## src/rtl/rps_move_sequencer_pkg.sv

```systemverilog
// Shared types for the rock-paper-scissors move sequencer.
//   move_e         : 2-bit move encoding (NONE is illegal on the push ports)
//   seq_state_e    : round sequencer FSM states
//   move_to_onehot : move -> {r, p, s} one-hot, all zero for NONE
package rps_types_pkg;

   typedef enum logic [1:0] {
      NONE     = 2'b00,
      ROCK     = 2'b01,
      PAPER    = 2'b10,
      SCISSORS = 2'b11
   } move_e;

   typedef enum logic [1:0] {
      ST_IDLE      = 2'b00,
      ST_ISSUE     = 2'b01,
      ST_WAIT_BUSY = 2'b10,
      ST_WAIT_DONE = 2'b11
   } seq_state_e;

   // Bit order is {r, p, s}.
   function automatic logic [2:0] move_to_onehot(input move_e mv);
      logic [2:0] oh;
      case (mv)
         ROCK:     oh = 3'b100;
         PAPER:    oh = 3'b010;
         SCISSORS: oh = 3'b001;
         default:  oh = 3'b000;
      endcase
      return oh;
   endfunction

endpackage

```

## src/rtl/rps_move_sequencer_if.sv

```systemverilog
// Handshake bundle between the move source / scoring DUT and the sequencer.
//   push1_* / push2_* : per-player valid/ready move push ports
//   dut_busy          : scoring DUT busy indication
//   r*/p*/s*, go*     : one-hot moves and round-start strobes to the DUT
// master = environment side (move source + DUT), slave = sequencer side.
interface rps_move_sequencer_if;

   logic       push1_valid;
   logic [1:0] push1_move;
   logic       push1_ready;
   logic       push2_valid;
   logic [1:0] push2_move;
   logic       push2_ready;
   logic       dut_busy;
   logic       r1, p1, s1;
   logic       r2, p2, s2;
   logic       go1, go2;

   modport master (
      output push1_valid, push1_move, push2_valid, push2_move, dut_busy,
      input  push1_ready, push2_ready,
      input  r1, p1, s1, r2, p2, s2, go1, go2
   );

   modport slave (
      input  push1_valid, push1_move, push2_valid, push2_move, dut_busy,
      output push1_ready, push2_ready,
      output r1, p1, s1, r2, p2, s2, go1, go2
   );

endinterface

```

## src/rtl/rps_move_sequencer_fifo.sv

```systemverilog
// Per-player move FIFO.
//   clk, rst        : clock, synchronous active-low reset
//   push, push_move : write request (ignored when full)
//   pop, pop_move   : read request (ignored when empty), head-of-queue move
//   full, empty     : occupancy flags derived from the internal count
// DEPTH must be a power of two so the pointers wrap naturally.
module rps_move_fifo
   import rps_types_pkg::*;
#(
   parameter int DEPTH = 4
) (
   input  logic  clk,
   input  logic  rst,
   input  logic  push,
   input  move_e push_move,
   input  logic  pop,
   output move_e pop_move,
   output logic  full,
   output logic  empty
);

   localparam int PTR_W = $clog2(DEPTH);
   localparam int CNT_W = $clog2(DEPTH + 1);

   move_e            mem [DEPTH];
   logic [PTR_W-1:0] wr_ptr;
   logic [PTR_W-1:0] rd_ptr;
   logic [CNT_W-1:0] count;
   logic             do_push;
   logic             do_pop;

   assign full     = (count == CNT_W'(DEPTH));
   assign empty    = (count == '0);
   // Full is judged before any same-cycle pop, so a full FIFO always rejects.
   assign do_push  = push && !full;
   assign do_pop   = pop && !empty;
   assign pop_move = mem[rd_ptr];

   always_ff @(posedge clk) begin
      if (do_push) begin
         mem[wr_ptr] <= push_move;
      end
   end

   always_ff @(posedge clk) begin
      if (!rst) begin
         wr_ptr <= '0;
         rd_ptr <= '0;
         count  <= '0;
      end else begin
         if (do_push) begin
            wr_ptr <= wr_ptr + 1'b1;
         end
         if (do_pop) begin
            rd_ptr <= rd_ptr + 1'b1;
         end
         case ({do_push, do_pop})
            2'b10:   count <= count + 1'b1;
            2'b01:   count <= count - 1'b1;
            default: count <= count;
         endcase
      end
   end

endmodule

```

## src/rtl/rps_move_sequencer.sv

```systemverilog
// Round sequencer feeding rps_dut: queues moves per player, issues one round
// at a time and tracks the DUT busy handshake.
//   clk, rst     : clock, synchronous active-low reset
//   bus          : push ports, dut_busy, one-hot moves and go strobes
//   rounds       : completed-round count (wraps)
//   timeout_err  : sticky, DUT never raised dut_busy after a go
//   illegal_push : sticky, a NONE move was offered on either push port
//
// state        | meaning
// ST_IDLE      | waiting for both FIFOs non-empty and DUT idle
// ST_ISSUE     | go1/go2 high for this single cycle, moves driven
// ST_WAIT_BUSY | waiting for dut_busy to rise, timeout counter running
// ST_WAIT_DONE | DUT scoring, waiting for dut_busy to fall
module rps_move_sequencer
   import rps_types_pkg::*;
#(
   parameter int DEPTH   = 4,
   parameter int TIMEOUT = 16,
   parameter int CNT_W   = 16
) (
   input  logic                 clk,
   input  logic                 rst,
   rps_move_sequencer_if.slave  bus,
   output logic [CNT_W-1:0]     rounds,
   output logic                 timeout_err,
   output logic                 illegal_push
);

   localparam int WAIT_W = $clog2(TIMEOUT + 1);

   seq_state_e       state;
   logic [2:0]       mv1_oh;
   logic [2:0]       mv2_oh;
   logic             go;
   logic [WAIT_W-1:0] wait_cnt;

   logic  full1, empty1, full2, empty2;
   logic  wr1, wr2;
   logic  bad1, bad2;
   logic  start;
   move_e head1, head2;

   // NONE moves never reach the FIFO, so they cannot consume a slot.
   assign bad1  = bus.push1_valid && (bus.push1_move == NONE);
   assign bad2  = bus.push2_valid && (bus.push2_move == NONE);
   assign wr1   = bus.push1_valid && !bad1;
   assign wr2   = bus.push2_valid && !bad2;
   assign start = (state == ST_IDLE) && !empty1 && !empty2 && !bus.dut_busy;

   assign bus.push1_ready = !full1;
   assign bus.push2_ready = !full2;

   rps_move_fifo #(.DEPTH(DEPTH)) u_fifo1 (
      .clk       (clk),
      .rst       (rst),
      .push      (wr1),
      .push_move (move_e'(bus.push1_move)),
      .pop       (start),
      .pop_move  (head1),
      .full      (full1),
      .empty     (empty1)
   );

   rps_move_fifo #(.DEPTH(DEPTH)) u_fifo2 (
      .clk       (clk),
      .rst       (rst),
      .push      (wr2),
      .push_move (move_e'(bus.push2_move)),
      .pop       (start),
      .pop_move  (head2),
      .full      (full2),
      .empty     (empty2)
   );

   assign {bus.r1, bus.p1, bus.s1} = mv1_oh;
   assign {bus.r2, bus.p2, bus.s2} = mv2_oh;
   assign bus.go1 = go;
   assign bus.go2 = go;

   always_ff @(posedge clk) begin
      if (!rst) begin
         state        <= ST_IDLE;
         mv1_oh       <= '0;
         mv2_oh       <= '0;
         go           <= 1'b0;
         wait_cnt     <= '0;
         rounds       <= '0;
         timeout_err  <= 1'b0;
         illegal_push <= 1'b0;
      end else begin
         go <= 1'b0;
         if (bad1 || bad2) begin
            illegal_push <= 1'b1;
         end
         case (state)
            ST_IDLE: begin
               if (start) begin
                  mv1_oh <= move_to_onehot(head1);
                  mv2_oh <= move_to_onehot(head2);
                  go     <= 1'b1;
                  state  <= ST_ISSUE;
               end
            end
            ST_ISSUE: begin
               wait_cnt <= '0;
               state    <= ST_WAIT_BUSY;
            end
            ST_WAIT_BUSY: begin
               if (bus.dut_busy) begin
                  state <= ST_WAIT_DONE;
               end else begin
                  wait_cnt <= wait_cnt + 1'b1;
                  // This edge is the one where the count reaches TIMEOUT.
                  if (wait_cnt == WAIT_W'(TIMEOUT - 1)) begin
                     timeout_err <= 1'b1;
                     mv1_oh      <= '0;
                     mv2_oh      <= '0;
                     state       <= ST_IDLE;
                  end
               end
            end
            ST_WAIT_DONE: begin
               if (!bus.dut_busy) begin
                  rounds <= rounds + 1'b1;
                  mv1_oh <= '0;
                  mv2_oh <= '0;
                  state  <= ST_IDLE;
               end
            end
            default: begin
               state <= ST_IDLE;
            end
         endcase
      end
   end

endmodule

```

## src/flat_wrapper.sv

```systemverilog
// flat-port wrapper written by rule: the top's interface ports become plain ports
module rps_move_sequencer_flat import rps_types_pkg::*;
#(
   parameter int DEPTH   = 4,
   parameter int TIMEOUT = 16,
   parameter int CNT_W   = 16
)
  (clk, rst, rounds, timeout_err, illegal_push, bus_push1_valid, bus_push1_move, bus_push2_valid, bus_push2_move, bus_dut_busy, bus_push1_ready, bus_push2_ready, bus_r1, bus_p1, bus_s1, bus_r2, bus_p2, bus_s2, bus_go1, bus_go2);
  rps_move_sequencer_if bus_i ();
  input  logic clk;
  input  logic rst;
  output logic [CNT_W-1:0] rounds;
  output logic timeout_err;
  output logic illegal_push;
  input wire logic [$bits(bus_i.push1_valid)-1:0] bus_push1_valid;
  input wire logic [$bits(bus_i.push1_move)-1:0] bus_push1_move;
  input wire logic [$bits(bus_i.push2_valid)-1:0] bus_push2_valid;
  input wire logic [$bits(bus_i.push2_move)-1:0] bus_push2_move;
  input wire logic [$bits(bus_i.dut_busy)-1:0] bus_dut_busy;
  output wire logic [$bits(bus_i.push1_ready)-1:0] bus_push1_ready;
  output wire logic [$bits(bus_i.push2_ready)-1:0] bus_push2_ready;
  output wire logic [$bits(bus_i.r1)-1:0] bus_r1;
  output wire logic [$bits(bus_i.p1)-1:0] bus_p1;
  output wire logic [$bits(bus_i.s1)-1:0] bus_s1;
  output wire logic [$bits(bus_i.r2)-1:0] bus_r2;
  output wire logic [$bits(bus_i.p2)-1:0] bus_p2;
  output wire logic [$bits(bus_i.s2)-1:0] bus_s2;
  output wire logic [$bits(bus_i.go1)-1:0] bus_go1;
  output wire logic [$bits(bus_i.go2)-1:0] bus_go2;
  assign bus_i.push1_valid = bus_push1_valid;
  assign bus_i.push1_move = bus_push1_move;
  assign bus_i.push2_valid = bus_push2_valid;
  assign bus_i.push2_move = bus_push2_move;
  assign bus_i.dut_busy = bus_dut_busy;
  assign bus_push1_ready = bus_i.push1_ready;
  assign bus_push2_ready = bus_i.push2_ready;
  assign bus_r1 = bus_i.r1;
  assign bus_p1 = bus_i.p1;
  assign bus_s1 = bus_i.s1;
  assign bus_r2 = bus_i.r2;
  assign bus_p2 = bus_i.p2;
  assign bus_s2 = bus_i.s2;
  assign bus_go1 = bus_i.go1;
  assign bus_go2 = bus_i.go2;
  rps_move_sequencer #(.DEPTH(DEPTH), .TIMEOUT(TIMEOUT), .CNT_W(CNT_W)) u_core (.clk(clk), .rst(rst), .bus(bus_i), .rounds(rounds), .timeout_err(timeout_err), .illegal_push(illegal_push));
endmodule
```

## config.mk

```make
export PLATFORM = sky130hd
export DESIGN_NAME = rps_move_sequencer_flat
export DESIGN_NICKNAME = d
export VERILOG_FILES = /design/src/rtl/rps_move_sequencer_pkg.sv /design/src/rtl/rps_move_sequencer_if.sv /design/src/rtl/rps_move_sequencer_fifo.sv /design/src/rtl/rps_move_sequencer.sv /design/src/flat_wrapper.sv
export SDC_FILE = /design/constraint.sdc
export NUM_CORES = 1
export LEC_CHECK = 0
export BUFFER_PORTS_ARGS = -buffer_cell sky130_fd_sc_hd__buf_4
export CORE_MARGIN = 2
export CORE_UTILIZATION = 52
export DETAILED_ROUTE_END_ITERATION = 7
export PLACE_DENSITY = 0.75
export SYNTH_ARGS = -nofsm -noshare
export SYNTH_HDL_FRONTEND = slang
export SYNTH_HIERARCHICAL = 1
export SYNTH_SLANG_ARGS = --single-unit
```

## constraint.sdc

```tcl
create_clock -name clk -period 2.7 [get_ports clk]
set_input_delay 0.27 -clock clk [delete_from_list [all_inputs] [get_ports clk]]
set_output_delay 0.27 -clock clk [all_outputs]
set_load 0.03 [all_outputs]
```

# After elaboration in Yosys (flattened, before gate mapping)

Memories as Yosys holds them, arrays and structs flattened. A register that Yosys moved wholly into a read port is not among the register bits.
Index checks and enable logic that the tools add are counted.

Bits of input ports: 9
RAM bits: 16
Register bits: 46
Word-level logic and storage cells: 109
Memories: 2
Output and inout bits: 28

Memories:

| memory             | depth | width | rd ports | clocked after memory_dff | write ports | line                          | RTL |
|---|---|---|---|---|---|---|---|
| u_core.u_fifo1.mem | 4     | 2     | 1        | 1                        | 1           | rps_move_sequencer_fifo.sv:25 | `move_e mem [DEPTH];` |
| u_core.u_fifo2.mem | 4     | 2     | 1        | 1                        | 1           | rps_move_sequencer_fifo.sv:25 |  |

Bitwise operators: 1
Multiplexer cells: 27
Add/sub/neg operators: 10
Reductions and logical operators: 34
Eq/ne operators: 21

Operators by type and width:

| cell                    | count |
|---|---|
| $pmux W3 S3             | 4 |
| $add A16 B1 Y16 const B | 1 |
| $eq A2 B2 Y1 const B    | 8 |
| $mux W2                 | 8 |
| $mux W3                 | 5 |
| $pmux W3 S2             | 2 |
| $logic_and A1 B1 Y1     | 11 |
| $eq A2 B1 Y1 const B    | 5 |
| $pmux W5 S2             | 1 |
| $add A2 B1 Y2 const B   | 4 |
| $pmux W2 S4             | 1 |
| $logic_not A1 Y1        | 7 |
| $add A3 B1 Y3 const B   | 2 |
| $eq A3 B3 Y1 const B    | 2 |
| $logic_not A2 Y1        | 3 |
| $logic_not A3 Y1        | 2 |
| $ne A2 B2 Y1 const B    | 3 |
| $reduce_and A2 Y1       | 3 |
| $reduce_and A3 Y1       | 2 |
| $reduce_bool A2 Y1      | 3 |
| $sub A3 B1 Y3 const B   | 2 |
| $add A5 B1 Y5 const B   | 1 |
| $eq A5 B4 Y1 const B    | 1 |
| $mux W1                 | 5 |
| 7 further kinds         | 7 |

# Depth between registers and ports, before layout

Word-level depth: 8
Gate-level depth with buffers: 11

# Cells and area by module

The synthesis kept the hierarchy.

Modules (own cells, without submodules):

| module             | area an instance (um^2) | seq. area each (um^2) | cells an instance | times used |
|---|---|---|---|---|
| rps_move_sequencer | 1597.8                  | 640.6                 | 190               | 1 |
| rps_move_fifo      | 779.5                   | 420.4                 | 64                | 2 |

# Worst setup path after synthesis

OpenSTA, ideal clock, no wires.

Path type: register to register
From: register u_core.state[1]
To: register u_core.u_fifo1.count[2]
Buffers on the path: 0
Period minus slack after synthesis: 2.683 ns
Data arrival time: 2.608 ns
Setup slack: 0.017 ns
Data required time: 2.624 ns
Stages on the path, launching flop included: 11
Path through: dfxtp_1 inv_1 ha_1 nor4b_1 nor2b_1 ha_1 inv_1 fa_1 xor2_1 or3_1 a21boi_0

Cells in the longest elaborated chain, start to end: 7
Elaborated cells between the ends (all ways): 9

RTL lines:

| element                                           | line                          | RTL |
|---|---|---|
| start, declared                                   | rps_move_sequencer.sv:31      | `seq_state_e state;` |
| start signal, assigned                            | rps_move_sequencer.sv:82      | `state <= ST_IDLE;` |
| start signal, assigned                            | rps_move_sequencer.sv:101     | `state <= ST_ISSUE;` |
| start signal, assigned                            | rps_move_sequencer.sv:106     | `state <= ST_WAIT_BUSY;` |
| $logic_not A2 Y1 (*)                              | rps_move_sequencer.sv:48      | `assign start = (state == ST_IDLE) && !empty1 && !empty2 && !bus.dut_busy;` |
| $logic_and A1 B1 Y1 (*) (3 in series)             | rps_move_sequencer.sv:48      |  |
| named net u_core.start                            | rps_move_sequencer.sv:40      | `logic start;` |
| $logic_and A1 B1 Y1 (*)                           | rps_move_sequencer_fifo.sv:36 | `assign do_pop = pop && !empty;` |
| named net u_core.u_fifo1.do_pop                   | rps_move_sequencer_fifo.sv:30 | `logic do_pop;` |
| $eq A2 B1 Y1 or $eq A2 B2 Y1 (tied branches)      | rps_move_sequencer_fifo.sv:57 | `case ({do_push, do_pop})` |
| $pmux W3 S2 or $reduce_bool A2 Y1 (tied branches) | -                             |  |
| end signal, assigned                              | rps_move_sequencer_fifo.sv:58 | `2'b10: count <= count + 1'b1;` |
| end signal, assigned                              | rps_move_sequencer_fifo.sv:59 | `2'b01: count <= count - 1'b1;` |
| end signal, assigned                              | rps_move_sequencer_fifo.sv:60 | `default: count <= count;` |
| end, declared                                     | rps_move_sequencer_fifo.sv:28 | `logic [CNT_W-1:0] count;` |

Mark *: on every way through the listed nets, which the timed path passes. The rest lies on a longest branch.
A chain may end at the register's enable or synchronous reset.

# Final worst setup path

From: register u_core.state[1]
To: register u_core.u_fifo2.count[2]

Cells in the longest elaborated chain, start to end: 7
Elaborated cells between the ends (all ways): 9

RTL lines:

| element                                           | line |
|---|---|
| $logic_not A2 Y1 (*)                              | rps_move_sequencer.sv:48 |
| $logic_and A1 B1 Y1 (*) (3 in series)             | rps_move_sequencer.sv:48 |
| named net u_core.start                            | rps_move_sequencer.sv:40 |
| $logic_and A1 B1 Y1 (*)                           | rps_move_sequencer_fifo.sv:36 |
| named net u_core.u_fifo2.do_pop                   | rps_move_sequencer_fifo.sv:30 |
| $eq A2 B1 Y1 or $eq A2 B2 Y1 (tied branches)      | rps_move_sequencer_fifo.sv:57 |
| $pmux W3 S2 or $reduce_bool A2 Y1 (tied branches) | - |
| end signal, assigned                              | rps_move_sequencer_fifo.sv:58 |
| end signal, assigned                              | rps_move_sequencer_fifo.sv:59 |
| end signal, assigned                              | rps_move_sequencer_fifo.sv:60 |
| end, declared                                     | rps_move_sequencer_fifo.sv:28 |

Marked as above.

==> results.txt <==
For met1 alone, demand over resource in global routing was 0.209. Summed over all nets, the half-perimeter wirelength after detailed placement is 3.97 mm. The via count of the first global-routing pass is 2128. After synthesis, the share of flip-flops with an asynchronous set or reset is 0.

The die boundary height came out at 81.9 um. The number of max-slew violations in the final report came to 0. In the synthesized netlist, the cells that appear most often are 50 x sky130_fd_sc_hd__dfxtp_1, 35 x sky130_fd_sc_hd__nand2_1, 23 x sky130_fd_sc_hd__inv_1. The minimum hold slack came out at 141 ps. Port buffering added 36 buffers. Across every metal layer, demand over resource in global routing totals 0.183. The count of TritonRoute iterations in the first routing pass came out at 4. The final layout contains routed wiring with a total length of 5.55 mm.

The fraction of the yosys area taken by sequential cells came out at 0.469. The tool flagged a number of max-cap violations equal to 0. The largest fanout of any net on the critical path came out at 7. The later pin in the worst-skew pair is clocked with a latency of 340 ps. The root buffer cell chosen for the clock tree is sky130_fd_sc_hd__clkbuf_8. The core footprint came out at 5890 um2. The routed wire length per instance came out at 12.7 um. The violation count after the first detailed-routing iteration came out at 109.

The initial antenna violation count came to 0. The instance count of the mapped netlist came out at 318. The smallest clock period supported by the final layout is computed as 2510 ps. In the routed layout, each cell is associated on average with a via count of 5.21.

The placer's final routability congestion estimate is 0.761. After layout, the worst setup slack is 188 ps. The leading area contributor after synthesis is sky130_fd_sc_hd__dfxtp_1. The count of nets left with antenna violations after detail routing is 0. Across the VDD grid, the largest voltage drop is 0.337 mV. The pre-CTS worst setup slack came out at -5.97 ps.

Among all cell types in the netlist, the one instantiated most often is sky130_fd_sc_hd__dfxtp_1. The worst hold path belongs to the class input port to register. The effective utilization at floorplan came out at 0.536. The setup path with the least slack is of type register to register.

The number of remaining DRC errors came out at 0. Entering global routing, the biggest net connects 41 pins. Setup repair after global routing left no endpoint under its margin.

The clock-pin slew on the worst setup and hold paths came out at 70 ps. The Yosys step of the flow raised 6 warnings. The max-slew headroom at the worst pin came out at 0.522. The register-to-register path setup slack came out at 190 ps. The count of final hold-check violations is 0.

In the final layout, the share of cells above drive strength 1 is 0.199. For this run, the leading register cell type out of synthesis is sky130_fd_sc_hd__dfxtp_1. The count of pins on the block boundary is 37. Relative to the synthesized area, the layout overhead comes to 17.0%. The area of placed instances is 3490 um2. The final layout net count came out at 385. The number of nets handed over by synthesis was 347.

Synthesis inferred 66 register bits. Yosys mapped a number of flops with a built-in enable equal to 16. The fraction of met3 tracks used by global routing is 0.0451.

At the pin with the least slew margin, the transition time is 716 ps. The total power per unit cell area is 567 nW/um2. The antenna diode count is 0. The final instance area came out at 3690 um2. The total number of clock tree sinks came out at 66. The first-pass GRT wire length came out at 9.25 mm.

The post-synthesis instance area is 3160 um2. The number of H-tree levels came out at 3. The clock tree from TritonCTS is built. The run finished with clean final reports. The floorplan die area came out at 6710 um2. Setup violations remaining at the end of the flow were counted as 0. The layer flagged by global routing as most heavily used is met2. The total number of vias is 2270. The kind of capture point of the worst setup path is a register. The TritonCTS buffer count is 9. The required arrival time at the worst endpoint is 2970 ps.

Sorting the synthesized cells by area gives the leading types as sky130_fd_sc_hd__dfxtp_1 32%, sky130_fd_sc_hd__edfxtp_1 15%, sky130_fd_sc_hd__ha_1 7.1%. The maximum buffer depth of the clock tree came out at 2. From left edge to right edge, the die measures 81.9 um.

STA classifies the critical path startpoint as a register. In this run the mean area of a mapped cell was 9.93 um2. The portion of synthesized cell area occupied by the leading cell type is 0.317. The data arrival at the endpoint of the critical path came out at 2780 ps. The clock tree skew after final layout came out at 5.62 ps. The share of the cycle needed by the critical path after routing came out at 0.930. Based on the critical path, the design can be clocked at up to 398 MHz. The met2 capacity usage during global routing is 0.312.

The global route total overflow is 0. The static leakage power is 1.45 nW. The number of different library cells in the post-synthesis netlist came out at 48. In this run the core area contains 28 standard-cell rows.
## through the flow
step	power, mW	cells	TNS [ps]	utilization
2_1_floorplan	1.26	318	0	-
3_3_place_gp	1.33	420	0	0.593
3_5_place_dp	1.33	420	-5.97	0.593
4_1_cts	2.11	436	0	0.626
5_1_grt	2.19	436	0	0.628
6_report	2.09	436	0	0.628
## flip-flops by register name, indices dropped and copies added, names as in the netlist, named ones only
register,cells
u_core/wait_cnt,5
u_core/u_fifo2/mem,8
u_core/u_fifo1/wr_ptr,2
u_core/u_fifo1/count,3
u_core/mv2_oh,3
u_core/state,2
u_core/illegal_push,1
u_core/timeout_err,1
u_core/u_fifo2/wr_ptr,2
u_core/mv1_oh,3
u_core/u_fifo2/rd_ptr,2
u_core/u_fifo1/rd_ptr,2
u_core/bus.go1,1
u_core/rounds,16
u_core/u_fifo1/mem,8
u_core/u_fifo2/count,3
## what timing repair did
action | CTS | global route
resized for setup | 3 | 7
setup buffers | 0 | 0
pin swaps | 0 | 0
setup endpoints to repair | 1 | 2
hold buffers | 0 | 0
## final timing paths
kind                                  from                                   end  cells past startpoint
max           u_core/state[1]$_SDFFE_PN0P_  u_core/u_fifo2/count[2]$_SDFFE_PN0P_                     11
min                      bus_push1_move[0]    u_core/u_fifo1/mem[3][0]$_DFFE_PP_                      1
max reg2reg   u_core/state[1]$_SDFFE_PN0P_  u_core/u_fifo2/count[2]$_SDFFE_PN0P_                     11
min reg2reg  u_core/mv1_oh[2]$_SDFFE_PN0P_         u_core/mv1_oh[2]$_SDFFE_PN0P_                      2
## layout by cell type, fill, tap and decap left out, types with 3 or more instances in the layout
cell type and n:
sky130_fd_sc_hd__dfxtp_1 49, sky130_fd_sc_hd__buf_4 39, sky130_fd_sc_hd__nand2_1 35, sky130_fd_sc_hd__nor2_1 22
sky130_fd_sc_hd__inv_1 21, sky130_fd_sc_hd__ha_1 16, sky130_fd_sc_hd__edfxtp_1 16, sky130_fd_sc_hd__o21ai_0 15
sky130_fd_sc_hd__mux2i_1 14, sky130_fd_sc_hd__and2_1 13, sky130_fd_sc_hd__a21oi_1 11, sky130_fd_sc_hd__clkbuf_8 9
sky130_fd_sc_hd__nand2b_1 9, sky130_fd_sc_hd__nor2b_1 8, sky130_fd_sc_hd__xnor2_1 7, sky130_fd_sc_hd__or3_1 6
sky130_fd_sc_hd__nor3_1 6, sky130_fd_sc_hd__nand3_1 4, sky130_fd_sc_hd__xor2_1 4, sky130_fd_sc_hd__mux4_2 4
sky130_fd_sc_hd__clkbuf_1 3, sky130_fd_sc_hd__clkinv_2 3, sky130_fd_sc_hd__o21a_1 3, sky130_fd_sc_hd__a21boi_1 3
## critical path, cell delays in order, from the launching register on
cell and delay [ps]:
sky130_fd_sc_hd__dfxtp_1 330, sky130_fd_sc_hd__inv_2 100, sky130_fd_sc_hd__ha_2 200, sky130_fd_sc_hd__nor4b_2 190
sky130_fd_sc_hd__buf_4 180, sky130_fd_sc_hd__nor2b_4 150, sky130_fd_sc_hd__ha_2 200, sky130_fd_sc_hd__inv_1 50
sky130_fd_sc_hd__fa_1 390, sky130_fd_sc_hd__xor2_1 180, sky130_fd_sc_hd__or3_1 330, sky130_fd_sc_hd__a21boi_1 150
## power breakdown
group | switching, mW | total, mW | internal, mW
Sequential | 0.0279 | 1.07 | 1.05
Clock | 0.351 | 0.774 | 0.423
Combinational | 0.137 | 0.246 | 0.108
Total | 0.517 | 2.09 | 1.58
## per-layer routing
metal | share of wire | routed length (um) | vias to the layer above
met3 | 0.049 | 273 | 13
met5 | 0 | 0 | -
met2 | 0.49 | 2700 | 43
li1 | - | - | 1159
met1 | 0.44 | 2440 | 1055
met4 | 0.024 | 135 | 0
## cells by family after synthesis
kind of cell    synth area share
buf+inv                   0.0440
flops                      0.469
simple gates               0.222
compound gates            0.0773
mux                       0.0729
fa+ha+maj                 0.0840
xor+xnor                  0.0305
## area by class of cell
type,instances,area [um2]
clock buffers,12,135
clock inverters,4,45.0
fillers,508,2190
inverters,23,86.3
multi-input cells,217,1560
flip-flops and latches,66,1480
well taps,75,93.8
repair buffers,39,293
No activity file was read; power rests on OpenSTA's default activity.
